### config.mk
export PLATFORM = sky130hd
export DESIGN_NAME = avg_pool_arbiter_flat
export DESIGN_NICKNAME = d
export VERILOG_FILES = /design/src/rtl/cnn_pkg.sv /design/src/rtl/avg_pool_arbiter_if.sv /design/src/rtl/rr_grant.sv /design/src/rtl/avg_pool_arbiter.sv /design/src/flat_wrapper.sv
export SDC_FILE = /design/constraint.sdc
export NUM_CORES = 1
export LEC_CHECK = 0
export ABC_AREA = 1
export CAP_MARGIN = 10
export CORE_AREA = 2 2 243 245
export CTS_CLUSTER_DIAMETER = 40
export DETAILED_ROUTE_END_ITERATION = 8
export DIE_AREA = 0 0 245 247
export PLACE_DENSITY = 0.53
export RECOVER_POWER = 100
export SLEW_MARGIN = 20
export SYNTH_ARGS = -nofsm -noshare
export SYNTH_HDL_FRONTEND = slang
export SYNTH_SLANG_ARGS = --single-unit
export TNS_END_PERCENT = 20
### constraint.sdc
create_clock -name clk -period 2.4 [get_ports clk]
set_clock_uncertainty 0.2 [all_clocks]
set_input_delay 0.24 -clock clk [delete_from_list [all_inputs] [get_ports clk]]
set_output_delay 0.24 -clock clk [all_outputs]
set_load 0.005 [all_outputs]
### src/rtl/cnn_pkg.sv
// Shared CNN definitions: pooling window size, default data width and the
// pooling-arbiter state encoding.
package cnn_pkg;

  localparam int unsigned POOL_WIN       = 4;
  localparam int unsigned DEFAULT_DATA_W = 32;

  typedef enum logic [2:0] {
    IDLE,
    CLEAR,
    FEED,
    WAIT,
    RESP
  } pool_arb_state_t;

endpackage

### src/rtl/avg_pool_arbiter_if.sv
// Requester-side bus of the pooling arbiter: window offer handshake plus the
// one-hot response pulse with its shared result word.
interface avg_pool_arbiter_if
  import cnn_pkg::*;
#(
  parameter int unsigned NUM_REQ = 4,
  parameter int unsigned DATA_W  = DEFAULT_DATA_W
);

  logic [NUM_REQ-1:0]                 req_valid;
  logic [NUM_REQ*POOL_WIN*DATA_W-1:0] req_win;
  logic [NUM_REQ-1:0]                 req_ready;
  logic [NUM_REQ-1:0]                 rsp_valid;
  logic [DATA_W-1:0]                  rsp_data;

  modport master (
    output req_valid, req_win,
    input  req_ready, rsp_valid, rsp_data
  );

  modport slave (
    input  req_valid, req_win,
    output req_ready, rsp_valid, rsp_data
  );

endinterface

### src/rtl/rr_grant.sv
// Combinational round-robin picker; with AVG_POOL_ARB_FIXED_PRIO_EN defined it
// becomes a lowest-index-wins priority encoder.
module rr_grant #(
  parameter  int unsigned NUM_REQ = 4,
  localparam int unsigned IDX_W   = $clog2(NUM_REQ)
) (
  input  logic [NUM_REQ-1:0] req,
  input  logic [IDX_W-1:0]   last_grant,
  output logic [NUM_REQ-1:0] grant,
  output logic [IDX_W-1:0]   index,
  output logic               any
);

  logic [IDX_W-1:0] pos;

`ifdef AVG_POOL_ARB_FIXED_PRIO_EN
  logic unused_last_grant;
  assign unused_last_grant = ^last_grant;
`endif

  // First requesting index in search order wins.
  always_comb begin
    grant = '0;
    index = '0;
    any   = 1'b0;
    pos   = '0;
    for (int unsigned i = 0; i < NUM_REQ; i++) begin
`ifdef AVG_POOL_ARB_FIXED_PRIO_EN
      pos = IDX_W'(i);
`else
      pos = IDX_W'((32'(last_grant) + 32'd1 + i) % NUM_REQ);
`endif
      if (!any && req[pos]) begin
        any        = 1'b1;
        index      = pos;
        grant[pos] = 1'b1;
      end
    end
  end

endmodule

### src/rtl/avg_pool_arbiter.sv
// Shares one serial 2x2 average-pooling unit among NUM_REQ requesters.
// Round-robin by default; AVG_POOL_ARB_FIXED_PRIO_EN selects fixed priority.
module avg_pool_arbiter
  import cnn_pkg::*;
#(
  parameter int unsigned NUM_REQ  = 4,
  parameter int unsigned DATA_W   = DEFAULT_DATA_W,
  parameter int unsigned UNIT_LAT = 3
) (
  input  logic                     clk,
  input  logic                     rst,
  avg_pool_arbiter_if.slave        bus,
  output logic                     busy,
  output logic [DATA_W-1:0]        unit_ip,
  output logic                     unit_en,
  output logic                     unit_rst,
  input  logic [DATA_W-1:0]        unit_avg
);

  localparam int unsigned IDX_W = $clog2(NUM_REQ);
  localparam int unsigned K_W   = $clog2(POOL_WIN);
  localparam int unsigned LAT_W = $clog2(UNIT_LAT + 1);

  pool_arb_state_t   state_q, state_d;
  logic [K_W-1:0]    feed_k_q, feed_k_d;
  logic [LAT_W-1:0]  lat_q, lat_d;
  logic [IDX_W-1:0]  grant_q, grant_d;
  logic [IDX_W-1:0]  last_grant_q, last_grant_d;
  logic [DATA_W-1:0] win_q [POOL_WIN];
  logic [DATA_W-1:0] win_d [POOL_WIN];
  logic [NUM_REQ-1:0] rsp_valid_q, rsp_valid_d;
  logic [DATA_W-1:0]  rsp_data_q, rsp_data_d;
  logic [NUM_REQ-1:0] req_ready;

  logic [NUM_REQ-1:0] pick;
  logic [IDX_W-1:0]   pick_idx;
  logic               pick_any;

  rr_grant #(.NUM_REQ(NUM_REQ)) u_rr_grant (
    .req        (bus.req_valid),
    .last_grant (last_grant_q),
    .grant      (pick),
    .index      (pick_idx),
    .any        (pick_any)
  );

  always_ff @(posedge clk) begin
    if (rst) begin
      state_q      <= IDLE;
      feed_k_q     <= '0;
      lat_q        <= '0;
      grant_q      <= '0;
      last_grant_q <= IDX_W'(NUM_REQ - 1);
      for (int unsigned k = 0; k < POOL_WIN; k++) win_q[k] <= '0;
      rsp_valid_q  <= '0;
      rsp_data_q   <= '0;
    end else begin
      state_q      <= state_d;
      feed_k_q     <= feed_k_d;
      lat_q        <= lat_d;
      grant_q      <= grant_d;
      last_grant_q <= last_grant_d;
      win_q        <= win_d;
      rsp_valid_q  <= rsp_valid_d;
      rsp_data_q   <= rsp_data_d;
    end
  end

  // Accept -> clear unit -> feed 4 operands -> wait latency -> respond.
  always_comb begin
    state_d      = state_q;
    feed_k_d     = feed_k_q;
    lat_d        = lat_q;
    grant_d      = grant_q;
    last_grant_d = last_grant_q;
    win_d        = win_q;
    rsp_valid_d  = '0;
    rsp_data_d   = rsp_data_q;
    req_ready    = '0;
    unit_rst     = 1'b0;
    unit_en      = 1'b0;
    case (state_q)
      IDLE: begin
        if (pick_any) begin
          req_ready = pick;
          grant_d   = pick_idx;
          for (int unsigned k = 0; k < POOL_WIN; k++) begin
            win_d[k] = bus.req_win[(32'(pick_idx) * POOL_WIN + k) * DATA_W +: DATA_W];
          end
          state_d = CLEAR;
        end
      end
      CLEAR: begin
        unit_rst = 1'b1;
        feed_k_d = '0;
        state_d  = FEED;
      end
      FEED: begin
        unit_en = 1'b1;
        if (feed_k_q == K_W'(POOL_WIN - 1)) begin
          lat_d   = '0;
          state_d = WAIT;
        end else begin
          feed_k_d = feed_k_q + K_W'(1);
        end
      end
      WAIT: begin
        // Result is captured on the last wait cycle so it is presented in RESP.
        if (lat_q == LAT_W'(UNIT_LAT - 1)) begin
          rsp_valid_d = NUM_REQ'(1) << grant_q;
          rsp_data_d  = unit_avg;
          state_d     = RESP;
        end else begin
          lat_d = lat_q + LAT_W'(1);
        end
      end
      RESP: begin
        last_grant_d = grant_q;
        state_d      = IDLE;
      end
      default: state_d = IDLE;
    endcase
  end

  assign unit_ip       = win_q[feed_k_q];
  assign busy          = (state_q != IDLE);
  assign bus.req_ready = req_ready;
  assign bus.rsp_valid = rsp_valid_q;
  assign bus.rsp_data  = rsp_data_q;

endmodule

### src/flat_wrapper.sv
// flat-port wrapper written by rule: the top's interface ports become plain ports
module avg_pool_arbiter_flat import cnn_pkg::*;
#(
  parameter int unsigned NUM_REQ  = 4,
  parameter int unsigned DATA_W   = DEFAULT_DATA_W,
  parameter int unsigned UNIT_LAT = 3
)
  (clk, rst, busy, unit_ip, unit_en, unit_rst, unit_avg, bus_req_valid, bus_req_win, bus_req_ready, bus_rsp_valid, bus_rsp_data);
  avg_pool_arbiter_if #(.NUM_REQ(NUM_REQ), .DATA_W(DATA_W)) bus_i ();
  input  logic clk;
  input  logic rst;
  output logic busy;
  output logic [DATA_W-1:0] unit_ip;
  output logic unit_en;
  output logic unit_rst;
  input  logic [DATA_W-1:0] unit_avg;
  input wire logic [$bits(bus_i.req_valid)-1:0] bus_req_valid;
  input wire logic [$bits(bus_i.req_win)-1:0] bus_req_win;
  output wire logic [$bits(bus_i.req_ready)-1:0] bus_req_ready;
  output wire logic [$bits(bus_i.rsp_valid)-1:0] bus_rsp_valid;
  output wire logic [$bits(bus_i.rsp_data)-1:0] bus_rsp_data;
  assign bus_i.req_valid = bus_req_valid;
  assign bus_i.req_win = bus_req_win;
  assign bus_req_ready = bus_i.req_ready;
  assign bus_rsp_valid = bus_i.rsp_valid;
  assign bus_rsp_data = bus_i.rsp_data;
  avg_pool_arbiter #(.NUM_REQ(NUM_REQ), .DATA_W(DATA_W), .UNIT_LAT(UNIT_LAT)) u_core (.clk(clk), .rst(rst), .bus(bus_i), .busy(busy), .unit_ip(unit_ip), .unit_en(unit_en), .unit_rst(unit_rst), .unit_avg(unit_avg));
endmodule
# Word level (Yosys, flattened, before mapping)

Index checks and enable logic that the tools add are counted.

$add $sub $neg: 9
Multiply operators: 0
Divide/modulo/power cells: 0
Magnitude comparators: 9
Equality and inequality tests: 11
Shift operators: 5
Mux-type cells: 44
Bitwise logic cells: 6
Reduce and logical (&&, ||, !) cells: 20

Operators by type and width:

| cell                | number |
|---|---|
| $shiftx 512x33->32  | 3 |
| $shiftx 512x10->32  | 1 |
| $bmux 32 s2         | 1 |
| $mux 32             | 2 |
| $mux 4              | 6 |
| $mux 1              | 14 |
| $mux 2              | 7 |
| $lt 2x3->1 const B  | 4 |
| $or 4x4->4          | 3 |
| $pmux 3 s4          | 1 |
| $add 4x2->5 const B | 2 |
| $mux 3              | 3 |
| $add 2x1->2 const B | 4 |
| $bmux 1 s2          | 4 |
| $demux 1 s2         | 4 |
| $ge 2x1->1 const B  | 4 |
| $pmux 2 s2          | 2 |
| $logic_and 1x1->1   | 7 |
| $eq 3x2->1 const B  | 2 |
| $ne 2x1->1 const B  | 3 |
| $reduce_and 2->1    | 3 |
| $reduce_and 3->1    | 2 |
| $add 4x1->5 const B | 1 |
| $add 2x2->2 const B | 2 |
| 13 further kinds    | 19 |

Register bits after elaboration: 175
Bits in latches: 0
RAM bits: 0
Memory bits (read-only): 0
Output and inout bits: 75
Logic and storage cells: 115
Memories: 0

# Longest topological paths before layout

Depth in word-level cells: 15
Depth in mapped cells: 21
Depth with buffers taken out: 18

# Hierarchy

A second synthesis with hierarchy kept.

Cell total of the unflattened synthesis: 2,310
Area total of the unflattened synthesis: 12,677.2 µm²

Modules (own cells, without submodules):

| module           | times used | cells each | area an instance (µm²) | seq. area each (µm²) |
|---|---|---|---|---|
| avg_pool_arbiter | 1          | 2,230      | 12,197.9               | 3,503.4 |
| rr_grant         | 1          | 80         | 479.2                  | 0.0 |

# Least setup slack after synthesis

Ideal clock, no wire load.

Path type: reg2reg
Start: register u_core.last_grant_q[0]
End: register u_core.win_q[10] (netlist bit)
Library setup time: 0.114 ns
Data arrival time: 2.196 ns
Data required time: 2.086 ns
Setup slack: -0.109 ns
Stages on the path, launching flop included: 16
Path buffers: 4
Period minus slack after synthesis: 2.509 ns
Cell sequence: dfxtp_1 buf_4 inv_4 ha_1 nand3_1 nand2_4 inv_2 nand4_1 nand2_1 nand2_4 nand2_4 buf_6 buf_6 buf_4 a21oi_1 nor2_1

Word-level cells in the longest chain between the ends: 15

RTL lines:

| item                                                 | line                   | text |
|---|---|---|
| from (decl)                                          | avg_pool_arbiter.sv:28 | `logic [IDX_W-1:0] last_grant_q, last_grant_d;` |
| from (signal assigned)                               | avg_pool_arbiter.sv:53 | `last_grant_q <= IDX_W'(NUM_REQ - 1);` |
| from (signal assigned)                               | avg_pool_arbiter.sv:62 | `last_grant_q <= last_grant_d;` |
| $add 2x1->2 *                                        | rr_grant.sv:31         | `pos = IDX_W'((32'(last_grant) + 32'd1 + i) % NUM_REQ);` |
| branches (longest 14 deep; another with $add 4x2->5) | --                     |  |
| to (signal assigned)                                 | avg_pool_arbiter.sv:63 | `win_q <= win_d;` |
| to (decl)                                            | avg_pool_arbiter.sv:29 | `logic [DATA_W-1:0] win_q [POOL_WIN];` |

Mark *: on every way between the ends. The select of a mux whose other input is x is not followed.
A chain may end at the register's enable or synchronous reset.

# Worst setup path after layout

Start: register u_core.last_grant_q[0]
End: register u_core.win_q[54] (netlist bit)

The elaborated chain is that of the path after synthesis.

==> qor.yml <==
status: "complete, but fails checks"
violations: "negative setup slack"
period_minus_slack_ps: 2800
cp_max_fo: 6
vias_per_cell: 4.52
p_seq_frac: 0.257
start_util: 0.219
vias: 17000
yosysSeqAreaShare: 0.275
numCtsBuffers: 17
tightest_slew_ps: 804
p_per_area_mw_per_mm2: 648
portBuffers: 624
grt_overflow_total: 0
drcViolationCount: 0
p_sw_frac: 0.410
grt_max_degree: 60
setup_viol: 161
fin_crit_sh: 1.17
layout.nets: 3539
yosysWarningCount: 0
intPower_uw: 9010
syn-cell-area_mm2: 0.0128
synth_cells: 2272
clk_pin_slew_ps: 80
htreeDepth: 4
dp_hpwl_um: 54200
drtPass1Iterations: 7
layout_commonest_cell: "clkdlybuf4s50_1"
design_area_mm2: 0.0236
p_leak_uw: 0.0111
grt_use_total: 0.219
ios: 625
hold_violations: 0
syn_area_per_cell_um2: 5.61
finalWirelength_um: 71000
ant_nets: 0
grt_pass1_vias: 16600
p_sw_uw: 6250
synth_edf_count: 0
p_clk_frac: 0.192
final_cell_mix: "clkdlybuf4s50_1, nand2_1, inv_1"
critPathKind: "flop to flop"
setup_ws_ps: -398
cts_tree: "yes"
die-area_mm2: 0.0605
cts_sinks: 175
reg2reg_slack_ps: -400
rsz0062_at_grt: "yes"
clock-root-buffer: "clkbuf_16"
die_h_um: 247
clk_latency_ps: 490
rows: 89
ys_types: 32
cp.arrival_ps: 2970
critPathCaptureType: "flop"
crit_required_ps: 2570
drive_above_1_share: 0.172
die_w_um: 245
synthArstFlopShare: 0
hold_class: "input port to flop"
placed_cell_area_mm2: 0.0209
slew_violations: 0
coreArea_mm2: 0.0582
ys_seq_elements: 175
area_growth_pct: 84.6
grt_pass1_wl_um: 99100
drt-initial-drc-count: 904
place_congestion: 0.916
wl_per_cell_um: 18.8
synth-main-ff-cell: "dfxtp_1"
dpl_worst_slack_ps: -532
max_freq_mhz: 357
antenna_found_initial: 4
vdd_drop_max_uv: 557
pwr-share-comb: 0.551
startpoint_type: "flop"
synth_nets: 2832
cap_viol_max_count: 0
clock_path_buffers: 2
relSlewSlack: 0.463
[worst paths after layout]
kind	end	from	cells after the start
setup reg to reg	u_core.win_q[54]	u_core.last_grant_q[0]	17
hold reg to reg	u_core.bus.rsp_data[20]	u_core.bus.rsp_data[20]	2
hold / removal	u_core.bus.rsp_data[3]	unit_avg[3]	3
setup / recovery	u_core.win_q[54]	u_core.last_grant_q[0]	17
[layer usage]
| layer | vias up | global-route usage | part of all wire |
|---|---|---|---|
| met4 | 6 | 0.0577 | 0.022 |
| met3 | 78 | 0.0483 | 0.060 |
| li1 | 8530 | - | - |
| met2 | 548 | 0.370 | 0.48 |
| met1 | 7847 | 0.279 | 0.43 |
| met5 | - | 0 | 0.00056 |
[synth_stat cells (16+ instances only)]
cell	instances	area share
nor2_1	349	0.10
nand2_1	537	0.16
inv_1	341	0.10
a21oi_1	111	0.044
buf_1	16	0.0047
buf_2	61	0.024
nand3b_1	48	0.028
nand3_1	339	0.13
dfxtp_1	175	0.27
buf_4	27	0.016
clkbuf_1	54	0.016
o21ai_0	130	0.051
o22ai_1	28	0.014
[worst max-delay path: stages, from the launching register on]
cell	delay, ps
dfxtp_4	420
inv_6	60
ha_4	320
inv_4	50
nand2_4	70
nand2_4	70
inv_4	70
nand4_1	130
buf_4	170
nand2_4	80
nand2_8	100
nand2_8	90
buf_12	160
clkbuf_16	170
buf_4	140
o21ai_0	100
a21oi_2	190
nor2_1	60
[power groups by stage]
stage	clock (µW)	combinational, µW	sequential, µW
6_report	2930	8410	3920
5_1_grt	3140	9160	3990
4_1_cts	3040	7800	3910
3_5_place_dp	0	7300	3960
3_3_place_gp	0	7300	3950
2_1_floorplan	0	3290	3730
[per-stage QoR]
step / power (µW) / util / std cells / TNS (ps) / hold slack (ps)
after detailed placement: 11300 / 0.360 / 3683 / -50720 / 259
after global placement: 11300 / 0.360 / 3683 / -48090 / 252
after CTS: 14800 / 0.386 / 3741 / -38760 / 52.9
final: 15300 / 0.404 / 3767 / -40290 / 96.4
after floorplan: 7020 / - / 2272 / 0 / 178
after global routing: 16300 / 0.404 / 3766 / -63820 / 75.1
[registers in the layout (all words and copies together) (netlist names)]
| signal | flops |
|---|---|
| u_core.win_q | 128 |
| u_core.bus.rsp_data | 32 |
| u_core.bus.rsp_valid | 4 |
| u_core.state_q | 3 |
| u_core.feed_k_q | 2 |
| u_core.grant_q | 2 |
| u_core.last_grant_q | 2 |
| u_core.lat_q | 2 |
[cell type report]
class                           instances  area (µm²)
Multi-Input combinational cell       1592        8230
Tap cell                              773         967
Fill cell                            6151       34700
Clock buffer                           19         443
Antenna cell                            2        5.00
Sequential cell                       175        3510
Clock inverter                         13         149
Inverter                              346        1330
Timing Repair Buffer                  847        8920
[what timing repair did]
| action | 4_1_cts | 5_1_grt |
|---|---|---|
| pin swaps | 29 | 31 |
| gates resized for setup | 264 | 225 |
| endpoints found under the setup margin | 167 | 153 |
| hold buffers | 1 | 0 |
| endpoints found under the hold margin | 36 | 0 |
| buffers inserted | 16 | 15 |
| gates cloned | 10 | 11 |
[cell families after synthesis]
group           Yosys count  synth area share
simple gates           1291             0.432
buf+inv                 507             0.165
compound gates          289             0.118
flops                   175             0.275
fa+ha+maj                10           0.00981
No activity file was read; power rests on OpenSTA's default activity.
